### config.mk
export PLATFORM = sky130hd
export DESIGN_NAME = imem_loader
export DESIGN_NICKNAME = d
export VERILOG_FILES = /design/src/rtl/mips_pkg.sv /design/src/rtl/byte_pair_assembler.sv /design/src/rtl/imem_loader.sv
export SDC_FILE = /design/constraint.sdc
export NUM_CORES = 1
export LEC_CHECK = 0
export ABC_AREA = 0
export CAP_MARGIN = 10
export CELL_PAD_IN_SITES_DETAIL_PLACEMENT = 1
export CELL_PAD_IN_SITES_GLOBAL_PLACEMENT = 2
export CORE_MARGIN = 2
export CORE_UTILIZATION = 35
export DETAILED_ROUTE_END_ITERATION = 8
export GPL_TIMING_DRIVEN = 1
export PLACE_DENSITY = 0.76
export SYNTH_ARGS = -nofsm -noshare
export SYNTH_HDL_FRONTEND = slang
export SYNTH_SLANG_ARGS = --single-unit
export TNS_END_PERCENT = 1
### constraint.sdc
create_clock -name clk -period 2.9 [get_ports clk]
set_input_delay 0.435 -clock clk [delete_from_list [all_inputs] [get_ports clk]]
set_output_delay 0.435 -clock clk [all_outputs]
set_load 0.1 [all_outputs]
### src/rtl/mips_pkg.sv
// Shared definitions for the MIPS-16 core and its instruction-memory loader:
// default widths, the loader state encoding and a state decode helper.
package mips_pkg;

    localparam int DEFAULT_INST_WIDTH = 16;
    localparam int DEFAULT_ADDR_WIDTH = 8;

    // Loader FSM encoding, kept as plain constants so older blocks can share it.
    typedef logic [2:0] loaderState_t;

    localparam loaderState_t IDLE    = 3'd0;
    localparam loaderState_t LEN_LO  = 3'd1;
    localparam loaderState_t LEN_HI  = 3'd2;
    localparam loaderState_t DATA_LO = 3'd3;
    localparam loaderState_t DATA_HI = 3'd4;
    localparam loaderState_t FINISH  = 3'd5;

    // States in which the loader is consuming stream bytes.
    function automatic logic stateAcceptsBytes(input loaderState_t state);
        return (state == LEN_LO) || (state == LEN_HI) ||
               (state == DATA_LO) || (state == DATA_HI);
    endfunction

endpackage

### src/rtl/byte_pair_assembler.sv
// Pairs consecutive stream bytes (LO first, then HI) into one 16-bit word.
// The word and its wordValid pulse are presented in the same cycle as the HI
// byte transfer; the owner registers them.
module byte_pair_assembler (
    input  logic        clk,
    input  logic        reset,
    input  logic        clear,
    input  logic        byteFire,
    input  logic [7:0]  byteIn,
    output logic [15:0] word,
    output logic        wordValid
);

    logic [7:0] loByte;
    logic       hiPhase;

    // Track the LO/HI phase and hold the LO byte until its partner arrives.
    // NOTE: state registers use non-blocking assignments so every flop samples
    // pre-edge values; blocking here would create order-dependent behaviour.
    always_ff @(posedge clk or negedge reset) begin
        if (!reset) begin
            loByte  <= '0;
            hiPhase <= 1'b0;
        end else if (clear) begin
            hiPhase <= 1'b0;
        end else if (byteFire) begin
            if (!hiPhase) begin
                loByte <= byteIn;
            end
            hiPhase <= ~hiPhase;
        end
    end

    assign word      = {byteIn, loByte};
    assign wordValid = byteFire & hiPhase;

endmodule

### src/rtl/imem_loader.sv
// Instruction-memory loader: consumes a length-prefixed byte stream, writes
// each assembled instruction to consecutive addresses and stalls the core
// while a load is in progress. At integration, coreHold is ORed into the
// global stall and memWriteEn selects this block onto the IF write port.
module imem_loader
    import mips_pkg::*;
#(
    parameter int INST_WIDTH = DEFAULT_INST_WIDTH,
    parameter int ADDR_WIDTH = DEFAULT_ADDR_WIDTH
) (
    input  logic                  clk,
    input  logic                  reset,
    input  logic                  load,
    input  logic [7:0]            byteIn,
    input  logic                  byteValid,
    output logic                  byteReady,
    output logic                  memWriteEn,
    output logic [ADDR_WIDTH-1:0] memAddr,
    output logic [INST_WIDTH-1:0] memWriteData,
    output logic                  coreHold,
    output logic                  done,
    output logic                  overflow
);

    // Memory depth in 17 bits so a 16-bit length can be compared without wrap.
    localparam logic [16:0] MEM_DEPTH = 17'(1) << ADDR_WIDTH;

    loaderState_t state;
    logic [7:0]   lenLo;
    logic [15:0]  wordCount;
    logic [15:0]  counter;

    logic         byteFire;
    logic [15:0]  lenWord;
    logic         lenExceedsDepth;
    logic         inRange;
    logic         lastWord;
    logic [15:0]  word;
    logic         wordValid;

    assign byteReady       = stateAcceptsBytes(state);
    assign byteFire        = byteValid & byteReady;
    assign lenWord         = {byteIn, lenLo};
    assign lenExceedsDepth = {1'b0, lenWord} > MEM_DEPTH;
    assign inRange         = {1'b0, counter} < MEM_DEPTH;
    assign lastWord        = ({1'b0, counter} + 17'd1) == {1'b0, wordCount};

    // The phase restarts at the header so every data run begins on a LO byte.
    byte_pair_assembler u_assembler (
        .clk       (clk),
        .reset     (reset),
        .clear     (state == LEN_HI),
        .byteFire  (byteFire && (state == DATA_LO || state == DATA_HI)),
        .byteIn    (byteIn),
        .word      (word),
        .wordValid (wordValid)
    );

    // Loader FSM with registered memory-port, hold, done and overflow outputs.
    always_ff @(posedge clk or negedge reset) begin
        if (!reset) begin
            state        <= IDLE;
            lenLo        <= '0;
            wordCount    <= '0;
            counter      <= '0;
            memWriteEn   <= 1'b0;
            memAddr      <= '0;
            memWriteData <= '0;
            coreHold     <= 1'b0;
            done         <= 1'b0;
            overflow     <= 1'b0;
        end else begin
            memWriteEn <= 1'b0;
            done       <= 1'b0;
            case (state)
                IDLE: begin
                    if (load) begin
                        state    <= LEN_LO;
                        coreHold <= 1'b1;
                        overflow <= 1'b0;
                    end
                end
                LEN_LO: begin
                    if (byteFire) begin
                        lenLo <= byteIn;
                        state <= LEN_HI;
                    end
                end
                LEN_HI: begin
                    if (byteFire) begin
                        wordCount <= lenWord;
                        counter   <= '0;
                        if (lenWord == 16'd0) begin
                            state    <= FINISH;
                            done     <= 1'b1;
                            coreHold <= 1'b0;
                        end else begin
                            state   <= DATA_LO;
                            memAddr <= '0;
                        end
                        if (lenExceedsDepth) begin
                            overflow <= 1'b1;
                        end
                    end
                end
                DATA_LO: begin
                    if (byteFire) begin
                        state <= DATA_HI;
                    end
                end
                DATA_HI: begin
                    if (wordValid) begin
                        // Words past the end of memory are drained, never written.
                        if (inRange) begin
                            memWriteEn   <= 1'b1;
                            memAddr      <= counter[ADDR_WIDTH-1:0];
                            memWriteData <= INST_WIDTH'(word);
                        end
                        counter <= counter + 16'd1;
                        if (lastWord) begin
                            state    <= FINISH;
                            done     <= 1'b1;
                            coreHold <= 1'b0;
                        end else begin
                            state <= DATA_LO;
                        end
                    end
                end
                FINISH: begin
                    state <= IDLE;
                end
                default: begin
                    state <= IDLE;
                end
            endcase
        end
    end

endmodule

==> results of run 1 <==
-- Yosys cell counts, drive strengths merged (2+ instances only) --
cell | count | area (um2)
xor2 | 5 | 43.79
and4 | 2 | 18.77
and2 | 3 | 20.02
a31oi | 4 | 25.02
inv | 14 | 52.55
nor2b | 2 | 12.51
or4 | 3 | 26.27
o22ai | 4 | 25.02
nor2 | 17 | 66.32
nor4 | 5 | 31.28
o21ai | 27 | 135.1
or2b | 2 | 17.52
xnor2 | 13 | 113.9
and3b | 3 | 28.78
buf | 11 | 57.55
a21oi | 11 | 55.05
clkbuf | 10 | 60.06
a21o | 3 | 23.77
a211oi | 2 | 15.01
o21bai | 2 | 15.01
o41ai | 4 | 35.03
a22o | 2 | 17.52
nor3 | 11 | 70.07
o31ai | 5 | 37.54
nand4 | 9 | 56.30
o211a | 2 | 20.02
dfrtp | 80 | 2002
and3 | 4 | 26.28
mux2 | 47 | 529.3
nand3 | 12 | 77.58
mux2i | 9 | 90.09
or3 | 3 | 20.02
nand2b | 4 | 25.02
nand2 | 26 | 100.1
-- kinds of logic after synthesis --
kind of cell | synth area share (%)
XOR/XNOR | 4.419
AO/OA/AOI/OAI | 11.92
multiplexers | 15.09
buffers and inverters | 4.145
adder cells (fa/ha/maj) | 0.3047
flip-flops | 48.77
AND/OR/NAND/NOR | 15.36
-- how the worst max path moves through the flow --
stage,startpoint,end,slack [ns],depth (start not counted)
after floorplan,state[2]$_DFFE_PN0P_,byteReady,0.25,2
after CTS,counter[2]$_DFFE_PN0P_,state[2]$_DFFE_PN0P_,0.53,7
after global routing,counter[2]$_DFFE_PN0P_,coreHold$_DFFE_PN0P_,0.31,7
after detailed placement,byteIn[5],memAddr[6]$_DFFE_PN0P_,0.34,8
final,counter[0]$_DFFE_PN0P_,state[1]$_DFFE_PN0P_,0.54,7
after global placement,byteIn[5],memAddr[7]$_DFFE_PN0P_,0.43,8
-- layer usage --
layer | GRT usage, % | vias up
met2 | 29.12 | 77
met4 | 6.341 | 0
met5 | 0 | -
met1 | 25.40 | 1605
met3 | 2.808 | 10
li1 | - | 1458
-- critical path, cell delays in order, from the launching register on --
cell                      delay [ns]
sky130_fd_sc_hd__dfrtp_1        0.46
sky130_fd_sc_hd__ha_1           0.33
sky130_fd_sc_hd__and3_1         0.28
sky130_fd_sc_hd__nand3_1        0.15
sky130_fd_sc_hd__o22ai_1        0.13
sky130_fd_sc_hd__or4_4          0.54
sky130_fd_sc_hd__nor3_1         0.20
sky130_fd_sc_hd__o21ai_0        0.13
-- power breakdown --
part | internal (W) | switching, W
Combinational | 0.000790 | 0.00141
Sequential | 0.00148 | 0.000340
Clock | 0.000674 | 0.000497
Total | 0.00294 | 0.00225
-- registers in the layout, indices dropped and copies added, names as in the netlist --
register and flops:
memWriteEn 1, lenLo 8, done 1, wordCount 16, counter 16, state 3
coreHold 1, memAddr 8, overflow 1, u_assembler.hiPhase 1, memWriteData 16, u_assembler.loByte 8
-- stage by stage --
| step | total power, W | instance area (um2) |
|---|---|---|
| final | 0.005192 | 4938 |
| after global routing | 0.005460 | 4938 |
| after CTS | 0.005243 | 4938 |
| after detailed placement | 0.004046 | 4634 |
| after global placement | 0.003998 | 4634 |
| after floorplan | 0.003466 | 4105 |
-- cell type report --
| type | instances | area, um2 |
|---|---|---|
| repair buffers | 59 | 467.9 |
| multi-input cells | 261 | 1933 |
| clock inverters | 7 | 78.83 |
| inverters | 14 | 52.55 |
| flip-flops and latches | 80 | 2002 |
| well taps | 143 | 178.9 |
| fillers | 1275 | 6480 |
| clock buffers | 9 | 225.2 |
==> qor.txt, run 1 <==
GLOBAL ROUTE
--------------------------------------------------------------------------------
Antenna violations before repair                                               0
Pin count of the biggest net entering global routing                          50
Number of global-route vias before repair                                   3248
Global-route wire length before repair                                  17950 um
Total GRT Usage                                                           18.22%
Remaining Overflow, GRT                                                        0

WORST SETUP PATH
--------------------------------------------------------------------------------
Critical path endpoint category                                        flip-flop
Cell depth of the worst flop-to-flop path                                      7
Maximum fanout encountered on the critical timing path                         8
Slack of the worst reg-to-reg path                                       0.54 ns
RR Endpoint                                                         state[1]$_DFFE_PN0P_
CP Launch Type                                                         flip-flop
Data required, critical path                                             3.11 ns
Worst flop-to-flop path startpoint                                  counter[0]$_DFFE_PN0P_
Crit Path Category                                                  flip-flop to flip-flop
Data arrival time of the critical path                                   2.58 ns

STA
--------------------------------------------------------------------------------
Clock period minus final worst setup slack                              2.364 ns
Worst slew pin tran                                                    0.6675 ns
Final-layout setup total negative slack                                     0 ns
Setup-failing EPs final                                                        0
Final Worst Setup Slack                                                0.5359 ns
Final clock period utilization by the worst path                          81.52%
Hold WS                                                                0.1175 ns
Highest achievable clock rate                                          423.0 MHz
Relative slew slack                                                       55.50%
Number of hold violations in the final report                                  0
RSZ-0062 raised after global routing                                          no
Worst-case clock skew                                                 0.01051 ns
Count of final max-slew check failures                                         0

CLOCK TREE
--------------------------------------------------------------------------------
Clk Latency, worst-skew pair                                             0.35 ns
Clock tree from TritonCTS                                                    yes
Count of H-tree levels built during CTS                                        3
Sink count of the clock tree                                                  80
Clock buffer count from CTS                                                    9
Max Buffers Root-to-Sink                                                       2
Resized Gates After CTS                                                        0
Count of buffers added by post-CTS timing repair for setup                     0
Hold-fix buffer count after cts                                                0
Cell at the root of the clock tree                                  sky130_fd_sc_hd__clkbuf_16
Clock transition at path regs                                            0.06 ns

DIE
--------------------------------------------------------------------------------
Row Count                                                                     39
Core Region                                                          0.01142 mm2
Die footprint                                                        0.01261 mm2
Width of the die                                                        112.3 um
Starting density of the core                                              35.95%
IO Pins                                                                       41
Die boundary height                                                     112.3 um

ROUTING
--------------------------------------------------------------------------------
Highest routed layer                                                        met4
Per-cell routed wire length                                             18.93 um
Drt pass-1 iters                                                               4
Routed wire length                                                      10850 um
Number of DRC violations after detailed-routing iteration 0                  130
WL met2                                                                  5199 um
Via count of the routed design                                              3150
DR DRC count                                                                   0
ANT nets after route                                                           0
Routed length on met3                                                     365 um
Total routed wire length on the met1 layer                               5132 um
Vias per cell                                                              5.497

LOGIC SYNTHESIS
--------------------------------------------------------------------------------
Post-synthesis average cell area                                       10.92 um2
Register area share after synthesis                                       48.77%
Syn Nets                                                                     389
Unique masters post-synth                                                     66
Total of flip-flops plus latches after synthesis                              80
Cell area after technology mapping                                  0.004105 mm2
Synth warn                                                                     0
Post-synth ARST share                                                     100.0%
Number of enable flip-flop cells after synthesis                               0
Gate count after technology mapping                                          376
Ys flop type                                                        sky130_fd_sc_hd__dfrtp_1

FINAL LAYOUT
--------------------------------------------------------------------------------
Fraction of the core area covered by cells at the end of the flow         43.25%
Most common cell after layout, fill and taps aside                  sky130_fd_sc_hd__dfrtp_1
Relative area change from synthesis to final layout                       20.30%
Share of post-route cells with drive strength above 1                     30.47%
Net count reported at finish                                                 438
Commonest cells after routing, fill and taps aside                  sky130_fd_sc_hd__dfrtp_1 (80), sky130_fd_sc_hd__buf_4 (49), sky130_fd_sc_hd__mux2_2 (47)
Final Instance Count excl. Fillers                                           573
Inserted Diodes                                                                0

POWER AND IR DROP
--------------------------------------------------------------------------------
Power density over cell area                                         1051 mW/mm2
Maximum ir drop on the vdd rail                                        0.7030 mV
Leak pwr                                                                2.171 nW

PLACEMENT
--------------------------------------------------------------------------------
Worst slack at placement                                               0.3366 ns
Final estimated routing congestion in global placement                    0.7608
DP Cell Count                                                                557
Count of input and output buffers                                             40
Post-detailed-placement half-perimeter wirelength                        7665 um

JOB
--------------------------------------------------------------------------------
Count of max-cap constraint violations                                         0

STATUS
--------------------------------------------------------------------------------
Run status                                                          finished clean

WORST HOLD PATH
--------------------------------------------------------------------------------
Hold Path Class                                                     input pin to asynchronous set/reset pin

Note: power is estimated with default switching activity, not from simulation.
==> run 2: changes to the inputs <==
CORE_UTILIZATION = 34   (was 35)
PLACE_DENSITY = 0.77   (was 0.76)
clock period = 2.1 ns   (was 2.9 ns; I/O delays follow)
==> run 2 against run 1 <==
Worst hold slack improved by 0.37 ns. Routed wire length increased by 7.5%. Utilization increased by 2.7 points. Largest power group unchanged. Global-route usage increased by 1.0 points. The run now ends with setup timing left. Sequential share of layout area decreased by 4.0 points. Largest cell class is now multi-input combinational cells. Highest routed layer unchanged. Clock power increased by 36%. Combinational power increased by 53%. Final area increased by 11%. First-iteration DRC count decreased by 21%. Critical path type unchanged. Sequential cell count unchanged.
==> qor.txt, run 2 (synthesis gave the netlist of run 1 again) <==
WORST SETUP PATH
--------------------------------------------------------------------------------
Data required, critical path                                             2.33 ns   -0.78 ns
CP Launch Type                                                         flip-flop
Critical path endpoint category                                        flip-flop
Crit Path Category                                                  flip-flop to flip-flop
Data arrival time of the critical path                                   2.37 ns   -0.21 ns
Cell type group with the largest total delay on the critical path   simple AND/OR/NAND/NOR gates
Largest stage delay on the critical path                                 0.58 ns   +0.04 ns
Slowest library cell on the worst path                              sky130_fd_sc_hd__or4_4
List of cells traversed by the critical path                        xor3_1 > o22ai_2 > mux2i_1 > or4_4 > nor4b_4 > o21ai_1
Sum of buffers and inverters on the critical path                              0   unchanged
Maximum fanout encountered on the critical timing path                         5   -3

CLOCK TREE
--------------------------------------------------------------------------------
Count of buffers added by post-CTS timing repair for setup                     0   unchanged
Clock tree from TritonCTS                                                    yes
Clock transition at path regs                                            0.06 ns   about the same
Count of H-tree levels built during CTS                                        3   unchanged
Sink count of the clock tree                                                  80   unchanged
Clock buffer count from CTS                                                    9   unchanged
Clk Latency, worst-skew pair                                             0.35 ns   about the same
Max Buffers Root-to-Sink                                                       2   unchanged
Cell at the root of the clock tree                                  sky130_fd_sc_hd__clkbuf_16

STA
--------------------------------------------------------------------------------
Worst-case clock skew                                                0.006247 ns   -0.004261 ns
Number of hold violations in the final report                                  0   unchanged
Final Worst Setup Slack                                              -0.03349 ns   -0.5694 ns
Setup-failing EPs final                                                        1   +1
Highest achievable clock rate                                          468.7 MHz   +11%
RSZ-0062 raised after global routing                                         yes
Count of final max-slew check failures                                         0   unchanged
Relative slew slack                                                       64.20%   +8.7 points
Clock period minus final worst setup slack                              2.133 ns   -0.2306 ns
Hold WS                                                                0.4864 ns   +0.3689 ns
Final clock period utilization by the worst path                          101.6%   +20 points
Worst slew pin tran                                                    0.5370 ns   -0.1305 ns

JOB
--------------------------------------------------------------------------------
Count of max-cap constraint violations                                         0   unchanged

FINAL LAYOUT
--------------------------------------------------------------------------------
Number of fill cells in the layout                                          1324   +3.8%
Post-route design area                                              0.005478 mm2   +11%
Fraction of the core area covered by cells at the end of the flow         45.99%   +2.7 points
Most common cell after layout, fill and taps aside                  sky130_fd_sc_hd__buf_4
Commonest cells after routing, fill and taps aside                  sky130_fd_sc_hd__buf_4 (97), sky130_fd_sc_hd__dfrtp_1 (80), sky130_fd_sc_hd__mux2_2 (47)
Relative area change from synthesis to final layout                       33.43%
Final Instance Count excl. Fillers                                           631   +10%
Largest regs                                                        counter (16), memWriteData (16), wordCount (16)
Share of post-route cells with drive strength above 1                     40.29%   +9.8 points
Inserted Diodes                                                                0   unchanged
Net count reported at finish                                                 492   +12%

PLACEMENT
--------------------------------------------------------------------------------
Worst slack at placement                                              -0.2817 ns   -0.6183 ns
Cell area after placement                                           0.005095 mm2   +9.9%
DP Cell Count                                                                614   +10%
Post-detailed-placement half-perimeter wirelength                        8627 um   +13%
Count of input and output buffers                                             40   unchanged
Final estimated routing congestion in global placement                    0.8598   +13%

DIE
--------------------------------------------------------------------------------
Core Region                                                          0.01191 mm2   +4.3%
Width of the die                                                        113.9 um   +1.4%
Starting density of the core                                              34.46%   -1.5 points
Die footprint                                                        0.01297 mm2   +2.8%
Row Count                                                                     40   +2.6%
IO Pins                                                                       41   unchanged
Die boundary height                                                     113.9 um   +1.4%

STATUS
--------------------------------------------------------------------------------
Run status                                                          finished, violations left
Failing checks                                                      setup timing

ROUTING
--------------------------------------------------------------------------------
ANT nets after route                                                           0   unchanged
Drt pass-1 iters                                                               4   unchanged
Vias per cell                                                              5.184   -5.7%
DR DRC count                                                                   0   unchanged
Via count of the routed design                                              3271   +3.8%
Per-cell routed wire length                                             18.48 um   -2.4%
Number of DRC violations after detailed-routing iteration 0                  103   -21%
Routed wire length                                                      11660 um   +7.5%

POWER AND IR DROP
--------------------------------------------------------------------------------
Power density over cell area                                         1358 mW/mm2   +29%
Leak pwr                                                                2.501 nW   +15%
Maximum ir drop on the vdd rail                                         1.137 mV   +62%

GLOBAL ROUTE
--------------------------------------------------------------------------------
Global-route wire length before repair                                  19200 um   +6.9%
Remaining Overflow, GRT                                                        0   unchanged
Number of global-route vias before repair                                   3629   +12%
Pin count of the biggest net entering global routing                          41   -18%
Total GRT Usage                                                           19.27%   +1.0 points
Antenna violations before repair                                               0   unchanged

WORST HOLD PATH
--------------------------------------------------------------------------------
Hold Path Class                                                     input pin to asynchronous set/reset pin

-- run 2: cell count changes in the layout (fill, tap and decap cells not counted), sizes merged --
| cell | previous run | this run |
|---|---|---|
| buf | 49 | 102 |
| clkbuf | 9 | 10 |
| clkinvlp | 3 | 2 |
| dlygate4sd3 | 0 | 1 |
| inv | 16 | 15 |
| clkinv | 1 | 2 |
-- run 2: final timing paths --
| path | from | end | slack, ns | cells past startpoint |
|---|---|---|---|---|
| max in group asynchronous | reset | counter[15]$_DFFE_PN0P_ | 1.01 | 3 |
| worst min register to register | memWriteData[13]$_DFFE_PN0P_ | memWriteData[13]$_DFFE_PN0P_ | 0.51 | 1 |
| worst max-delay path | counter[13]$_DFFE_PN0P_ | coreHold$_DFFE_PN0P_ | -0.03 | 6 |
| worst max register to register | counter[13]$_DFFE_PN0P_ | coreHold$_DFFE_PN0P_ | -0.03 | 6 |
| worst min-delay path | reset | memAddr[1]$_DFFE_PN0P_ | 0.49 | 2 |
| min in group clk | memWriteData[13]$_DFFE_PN0P_ | memWriteData[13]$_DFFE_PN0P_ | 0.51 | 1 |
-- run 2: final cells by class --
type                       instances  area [um2]  share of cell area, %
clock buffer                      10       229.0                  4.180
clock inverter                     6       67.56                  1.233
inverter                          14       52.55                 0.9593
multi-input combinational        261        2013                  36.75
sequential                        80        2002                  36.55
tap                              147       183.9                  3.358
timing repair buffer             113       929.6                  16.97
-- run 2: metrics by stage --
stage | setup TNS (ns) | total power, W
floorplan | -0.02554 | 0.004803
global placement | -0.9359 | 0.005716
detailed placement | -2.465 | 0.005813
CTS | -0.06567 | 0.007471
global route | -0.3916 | 0.007821
finish | -0.03349 | 0.007441
-- run 2: power by group --
group	switching (W)	internal [W]	total (W)
Sequential	0.000441	0.00204	0.00249
Clock	0.000668	0.000925	0.00159
Combinational	0.00206	0.00130	0.00336
-- run 2: what timing repair did --
action | CTS | global route
hold endpoints to repair | 38 | 0
endpoints found under the setup margin | 12 | 12
gates resized for setup | 7 | 11
hold buffers | 1 | 0
pin swaps | 1 | 1
-- run 2: per-layer routing --
metal	track usage (%)	vias up	routed length, um
met4	6.911	0	225
met1	23.82	1630	5229
met5	0	-	0
met3	4.516	15	396
li1	-	1573	-
met2	33.01	53	5811
-- run 2: worst register-to-register path, stage by stage (launching register included) --
cell	delay, ns
sky130_fd_sc_hd__dfrtp_1	0.44
sky130_fd_sc_hd__xor3_1	0.39
sky130_fd_sc_hd__o22ai_2	0.18
sky130_fd_sc_hd__mux2i_1	0.12
sky130_fd_sc_hd__or4_4	0.58
sky130_fd_sc_hd__nor4b_4	0.23
sky130_fd_sc_hd__o21ai_1	0.08
